## src/rtl/sum_tx_sequencer.sv

```systemverilog
// sum_tx_sequencer: latches two 4-bit operands on async save strobes and sends {A,B}, sum as a UART frame.
// Define SUMSEQ_CHECKSUM_EN to append a checksum byte (3-byte frame); default build sends 2 bytes.
module sum_tx_sequencer #(
  parameter int unsigned ACK_TIMEOUT = 16
) (
  input  logic       clk,
  input  logic       reset_n,
  input  logic       save_a_n,
  input  logic       save_b_n,
  input  logic [3:0] data_input,
  input  logic       send_req,
  input  logic       uart_tx_busy,
  output logic       uart_tx_en,
  output logic [7:0] uart_tx_data,
  output logic       seq_busy,
  output logic       frame_done,
  output logic [4:0] sum_out
);

`ifdef SUMSEQ_CHECKSUM_EN
  localparam logic [1:0] LAST_IDX = 2'd2;
`else
  localparam logic [1:0] LAST_IDX = 2'd1;
`endif
  localparam logic [7:0] ACK_LIMIT = 8'(ACK_TIMEOUT - 2);

  typedef enum logic [1:0] {IDLE, START, WAIT_ACK, WAIT_DONE} state_t;
  state_t state;

  logic [1:0] sync_a, sync_b;
  logic       prev_a, prev_b;
  logic       fall_a, fall_b;
  logic [3:0] op_a, op_b;
  logic [3:0] snap_a, snap_b;
  logic [4:0] snap_sum;
  logic [1:0] idx;
  logic [7:0] ack_cnt;
  logic       pending;
  logic [7:0] byte_sel;

  // Strobes idle high, so the synchronizer chain resets to 1 to avoid a false edge.
  always_ff @(posedge clk or negedge reset_n) begin
    if (!reset_n) begin
      sync_a <= '1;
      sync_b <= '1;
      prev_a <= 1'b1;
      prev_b <= 1'b1;
    end else begin
      sync_a <= {sync_a[0], save_a_n};
      sync_b <= {sync_b[0], save_b_n};
      prev_a <= sync_a[1];
      prev_b <= sync_b[1];
    end
  end

  assign fall_a = prev_a & ~sync_a[1];
  assign fall_b = prev_b & ~sync_b[1];

  always_ff @(posedge clk or negedge reset_n) begin
    if (!reset_n) begin
      op_a <= '0;
      op_b <= '0;
    end else begin
      if (fall_a) op_a <= data_input;
      if (fall_b) op_b <= data_input;
    end
  end

  assign sum_out = {1'b0, op_a} + {1'b0, op_b};

  always_comb begin
    byte_sel = {snap_a, snap_b};
    case (idx)
      2'd0:    byte_sel = {snap_a, snap_b};
      2'd1:    byte_sel = {3'b000, snap_sum};
`ifdef SUMSEQ_CHECKSUM_EN
      2'd2:    byte_sel = {snap_a, snap_b} ^ {3'b000, snap_sum} ^ 8'h5A;
`endif
      default: byte_sel = {snap_a, snap_b};
    endcase
  end

  always_ff @(posedge clk or negedge reset_n) begin
    if (!reset_n) begin
      state        <= IDLE;
      uart_tx_en   <= 1'b0;
      uart_tx_data <= '0;
      seq_busy     <= 1'b0;
      frame_done   <= 1'b0;
      pending      <= 1'b0;
      snap_a       <= '0;
      snap_b       <= '0;
      snap_sum     <= '0;
      idx          <= '0;
      ack_cnt      <= '0;
    end else begin
      uart_tx_en <= 1'b0;
      frame_done <= 1'b0;
      if (send_req && seq_busy) pending <= 1'b1;
      case (state)
        IDLE: begin
          if (send_req || pending) begin
            snap_a   <= op_a;
            snap_b   <= op_b;
            snap_sum <= sum_out;
            idx      <= '0;
            pending  <= 1'b0;
            seq_busy <= 1'b1;
            state    <= START;
          end
        end
        START: begin
          if (!uart_tx_busy) begin
            uart_tx_en   <= 1'b1;
            uart_tx_data <= byte_sel;
            ack_cnt      <= '0;
            state        <= WAIT_ACK;
          end
        end
        // The START hop costs a cycle, so timing out after ACK_TIMEOUT-1 cycles here
        // spaces the re-issued start exactly ACK_TIMEOUT cycles after the first one.
        WAIT_ACK: begin
          if (uart_tx_busy) begin
            state <= WAIT_DONE;
          end else if (ack_cnt == ACK_LIMIT) begin
            state <= START;
          end else begin
            ack_cnt <= ack_cnt + 8'd1;
          end
        end
        WAIT_DONE: begin
          if (!uart_tx_busy) begin
            if (idx == LAST_IDX) begin
              frame_done <= 1'b1;
              seq_busy   <= 1'b0;
              state      <= IDLE;
            end else begin
              idx   <= idx + 2'd1;
              state <= START;
            end
          end
        end
        default: state <= IDLE;
      endcase
    end
  end

endmodule

```

## config.mk

```make
export PLATFORM = sky130hd
export DESIGN_NAME = sum_tx_sequencer
export DESIGN_NICKNAME = d
export VERILOG_FILES = /design/src/rtl/sum_tx_sequencer.sv
export SDC_FILE = /design/constraint.sdc
export NUM_CORES = 1
export LEC_CHECK = 0
export ABC_CLOCK_PERIOD_IN_PS = 1500
export CORE_MARGIN = 5
export CORE_UTILIZATION = 29
export CTS_BUF_LIST = sky130_fd_sc_hd__clkbuf_4
export CTS_CLUSTER_SIZE = 25
export DETAILED_ROUTE_END_ITERATION = 10
export HOLD_SLACK_MARGIN = 0.03
export PLACE_DENSITY = 0.58
export SLEW_MARGIN = 0
export SYNTH_ARGS = -nofsm -noshare
export SYNTH_HDL_FRONTEND = slang
export SYNTH_SLANG_ARGS = --single-unit
```

## constraint.sdc

```tcl
create_clock -name clk -period 1.5 [get_ports clk]
set_input_delay 0.15 -clock clk [delete_from_list [all_inputs] [get_ports clk]]
set_output_delay 0.15 -clock clk [all_outputs]
set_load 0.005 [all_outputs]
```

== Word-level counts from Yosys, hierarchy flattened ==
Index checks and enable logic that the tools add are counted.
Operators by class
  $add $sub $neg: 3
  $mul: 0
  div/mod/pow operators: 0
  order comparisons: 0
  eq/ne operators: 13
  shift operators: 0
  muxes and demuxes: 28
  bitwise gates (word level): 5
  reduce and logical (&&, ||, !) cells: 11
Operators with widths (number)
  8-bit two-way mux: 4
  2-bit two-way mux: 8
  8-bit case mux with 2 select lines: 1
  4-bit AND reduction: 4
  2-bit != test (second input constant): 7
  1-bit two-way mux: 12
  8-bit by 1-bit adder with 8-bit output (second input constant): 1
  8-bit by 4-bit == test with 1-bit output (second input constant): 1
  2-bit case mux with 4 select lines: 1
  4-bit by 4-bit adder with 5-bit output: 1
  2-bit by 1-bit == test with 1-bit output (second input constant): 2
  2-bit == test (second input constant): 2
  2-bit case mux with 2 select lines: 1
  2-bit AND reduction: 2
  2-bit nonzero test: 2
  3-bit != test (second input constant): 1
  1-bit NOT: 3
  2-bit by 1-bit adder with 2-bit output (second input constant): 1
  1-bit AND: 2
  2-bit zero test: 1
  1-bit case mux with 2 select lines: 1
  1-bit logical AND: 1
  1-bit logical OR: 1
Word-level totals
  bits in registers: 51
  bits in latches: 0
  memory bits (writable): 0
  ROM bits: 0
  bits of input ports: 10
  output and inout port bits: 16
  memories: 0

== Longest topological paths before layout ==
  depth after elaboration: 4
  gate-level depth with buffers: 8
  depth with buffers taken out: 7

== Least setup slack after synthesis ==
OpenSTA, ideal clock, no wires.
  path type: register to register
  start: register ack_cnt[0]
  end: register ack_cnt[0]
  arrival: 1.398 ns
  data required time: 1.375 ns
  setup slack: -0.022 ns
  stages on the path, launching flop included: 7
  path buffers: 0
  path through: dfrtp_1 -> inv_1 -> ha_1 -> nor3b_1 -> a211oi_2 -> nor2_1 -> mux2_2
Between the ends
  longest elaborated chain between the ends: 4
RTL lines
  start, declared: line 37  | logic [7:0] ack_cnt;
  start signal, assigned: line 128  | ack_cnt <= ack_cnt + 8'd1;
  8-bit by 1-bit adder with 8-bit output: line 128
  8-bit two-way mux: line 125  | end else if (ack_cnt == ACK_LIMIT) begin
  8-bit two-way mux: line 123  | if (uart_tx_busy) begin
  8-bit case mux with 2 select lines: line 100  | case (state)
Several ways; a longest one is shown, not always the timed one. The select of a mux whose other input is x is not followed.
A chain may end at the register's enable or synchronous reset.

== Worst setup path after layout ==
  start: register op_a[0]
  end: output sum_out[4]
Between the ends
  longest elaborated chain between the ends: 1
RTL lines
  start, declared: line 33  | logic [3:0] op_a, op_b;
  start signal, assigned: line 64  | if (fall_a) op_a <= data_input;
  4-bit by 4-bit adder with 5-bit output: line 69  | assign sum_out = {1'b0, op_a} + {1'b0, op_b};
  end, declared: line 17  | output logic [4:0] sum_out
Every way passes these cells.

==> impl_metrics.toml <==
[placement]
gp_congestion = 0.861
post-place-cells = 361
post-dp-hpwl_mm = 3.78
place_ws_ns = -0.447
io_buffers = 25

[critical_path]
path_depth = 7
slowest_delay_ns = 0.42
arrival_ns = 1.73
crit_chain = "ha_4 -> inv_2 -> fa_2 -> nor2b_2 -> o21ai_1 -> nand2b_1 -> buf_2"
worst_setup_path_end_kind = "output pin"
cp-startpoint = "op_a[0]$_DFFE_PN0P_"
crit_family = "adder cells"
critical_path.max_fanout = 2
cp-endpoint = "sum_out[4]"
cp.required_ns = 1.35
reg2reg_depth = 7
worstReg2RegStart = "op_a[0]$_DFFE_PN0P_"
rr_endpoint = "snap_sum[4]$_DFFE_PN0P_"
r2r_setup_slack_ns = -0.03
critPathSlowestCell = "dfrtp_1"
path_buf_inv = 2
critPathLaunchType = "flop"
critPathKind = "reg2out"

[timing]
fin_skew_ns = 0.0105
rsz0062_at_grt = "true"
layout_setup_ws_ns = -0.378
relSlewSlack_pct = 70.5
final_max_slew_viol_count = 0
worst_pin_slew_ns = 0.442
max_freq_mhz = 532
setup_violations = 5
period_needed_ns = 1.88
fin_crit_sh_pct = 125
hold_viol = 0
fin_hold_ws_ns = 0.169

[clocking]
tritoncts = "yes"
cts_max_level = 2
root_buffer = "clkbuf_4"
cts_max_path_buffers = 2
cts_buffers = 5
clk_pin_slew_ns = 0.15
clk-insertion-delay-late_ns = 0.37
clkSinkCount = 51

[routing]
wl_per_cell_um = 13.3
via_per_inst = 4.52
drtIter0Drc = 25
ant_nets = 0
dr.pass1.iters = 4
drcViolationCount = 0
vias = 1691
wl_met2_mm = 2.41
wl_met3_um = 207
top_layer_used = "met4"
wirelength_mm = 4.97
wl_met1_mm = 2.31

[cells_and_area]
diodes = 0
final_common_cell = "dfrtp_1"
syn2layout_area_growth_pct = 34.5
register_area_sq_um = 1280
fin_cells = 374
nNetsFinal = 289
mostFrequentLayoutCells = "dfrtp_1 (45), buf_4 (35), nand2_1 (27)"
multi_input_comb_area_sq_um = 1030
drive_gt1_share_pct = 28.7
fillers = 745

[grt]
grt_pass1_wl_mm = 8.30
grt_pass1_vias = 1789
grt_max_degree = 21
antenna_found_initial = 0
grt_usage_pct = 10.5
grt_overflow = 0

[power]
p_seq_share_pct = 41.6
combPwrFrac_pct = 42.5
netSwitchingPower_mw = 1.68
p_leak_nw = 1.39
p_per_area_nw_per_um2 = 1630
clockPowerShare_pct = 15.9
power.internal_mw = 3.36
swShare_pct = 33.2
power.total_mw = 5.04
peakVddDrop_v = 0.000606

[yosys]
ys_seq_area_share_pct = 55.7
syn-cell-area_sq_um = 2300
syn_avg_cell_area_sq_um = 11.1
ys_ff_latch = 51
syn-instance-count = 208
synth_cell_types = 39
yosysWarnings = 0
syn_nets = 226

[floorplanning]
start_util_pct = 29.8
core_sq_um = 7730
num_rows = 32
die_h_um = 99.1
die_area_sq_um = 9830
boundaryPins = 26
die_w_um = 99.1

[run]
maxCapViolCount = 0

[hold_path]
hold_path.class = "in2reg"

[run_status]
status = "complete, but fails checks"
failed_checks = "setup timing"
metrics by stage:
| step | utilization, % | cell area, sq um | setup TNS, ns |
|---|---|---|---|
| final | 40.1 | 3100 | -1.38 |
| after global routing | 40.1 | 3100 | -2.02 |
| after CTS | 39.4 | 3050 | -1.79 |
| after detailed placement | 37.7 | 2920 | -2.67 |
| after global placement | 37.7 | 2920 | -2.84 |
| after floorplan | - | 2300 | -0.0223 |
routing by layer:
| layer | vias to the layer above | track usage, % |
|---|---|---|
| li1 | 833 | - |
| met2 | 26 | 17.8 |
| met1 | 827 | 13.3 |
| met5 | - | 0 |
| met4 | 0 | 2.84 |
| met3 | 5 | 2.66 |
logic make-up after synthesis:
logic type	after synthesis	synth area share, %
adders and majority gates	8	4.67
xor gates and xnor gates	5	1.90
muxes	23	10.9
and+or+nand+nor	75	15.8
buffers and inverters	15	2.82
DFF	51	55.7
AOI/OAI and AO/OA	31	8.26
state kept, by name (all words and copies together), names as in the netlist:
name	cells
ack_cnt	8
frame_done	1
idx	2
op_a	4
op_b	4
pending	1
prev_a	1
prev_b	1
seq_busy	1
snap_a	4
snap_b	4
snap_sum	5
state	2
sync_a	2
sync_b	2
uart_tx_data	8
uart_tx_en	1
cells in the mapped netlist, drive strengths merged:
master  instances  area [sq um]
nand3b          3          22.5
dfrtp          45          1130
a21o            1          7.51
clkbuf          3          11.3
inv             7          26.3
o32ai           1          8.76
nor3b           2          15.0
ha              7          87.6
and2            1          6.26
xnor2           5          43.8
o21ai           8          40.0
nor3            3          20.0
nand4           2          12.5
a211oi          1          12.5
a21oi          13          65.1
mux2           16           180
fa              1          20.0
and3            1          6.26
clkinv          1          5.00
buf             4          22.5
nor2b           3          18.8
o21a            1          7.51
mux2i           7          70.1
nor4            2          12.5
o211ai          1          7.51
a311oi          2          17.5
nand2          27           101
nand3           2          10.0
o31ai           2          15.0
dfstp           6           158
nor2           20          75.1
or2             3          18.8
and4bb          1          12.5
a22o            1          8.76
nand2b          5          31.3
power groups by stage:
stage / Clock, mW / Combinational (mW) / Sequential [mW]
floorplan: 0 / 1.04 / 2.09
global route: 0.882 / 2.38 / 2.16
detailed placement: 0 / 2.05 / 2.13
finish: 0.801 / 2.14 / 2.10
global placement: 0 / 2.01 / 2.11
CTS: 0.842 / 2.11 / 2.10
repair_timing:
item	CTS	global route
hold endpoints to repair	17	0
gates resized for setup	29	9
pin swaps	5	5
endpoints found under the setup margin	12	11
setup buffers	3	1
hold buffers	1	0
worst min-delay path by stage:
| stage | startpoint | to | cells past startpoint |
|---|---|---|---|
| 6_report | save_a_n | sync_a[0]$_DFF_PN1_ | 1 |
| 5_1_grt | save_a_n | sync_a[0]$_DFF_PN1_ | 1 |
| 4_1_cts | save_a_n | sync_a[0]$_DFF_PN1_ | 1 |
| 3_5_place_dp | reset_n | uart_tx_en$_DFF_PN0_ | 1 |
| 3_3_place_gp | reset_n | uart_tx_en$_DFF_PN0_ | 1 |
| 2_1_floorplan | reset_n | ack_cnt[0]$_DFFE_PN0P_ | 0 |
final cells by class:
type                    count  area share, %
clock buffers               5           1.21
clock inverters             3           1.37
inverters                   8           1.01
multi-input cells         142           33.2
flip-flops and latches     51           41.4
well taps                 102           4.12
repair buffers             63           17.6
(Power assumes the default switching activity.)
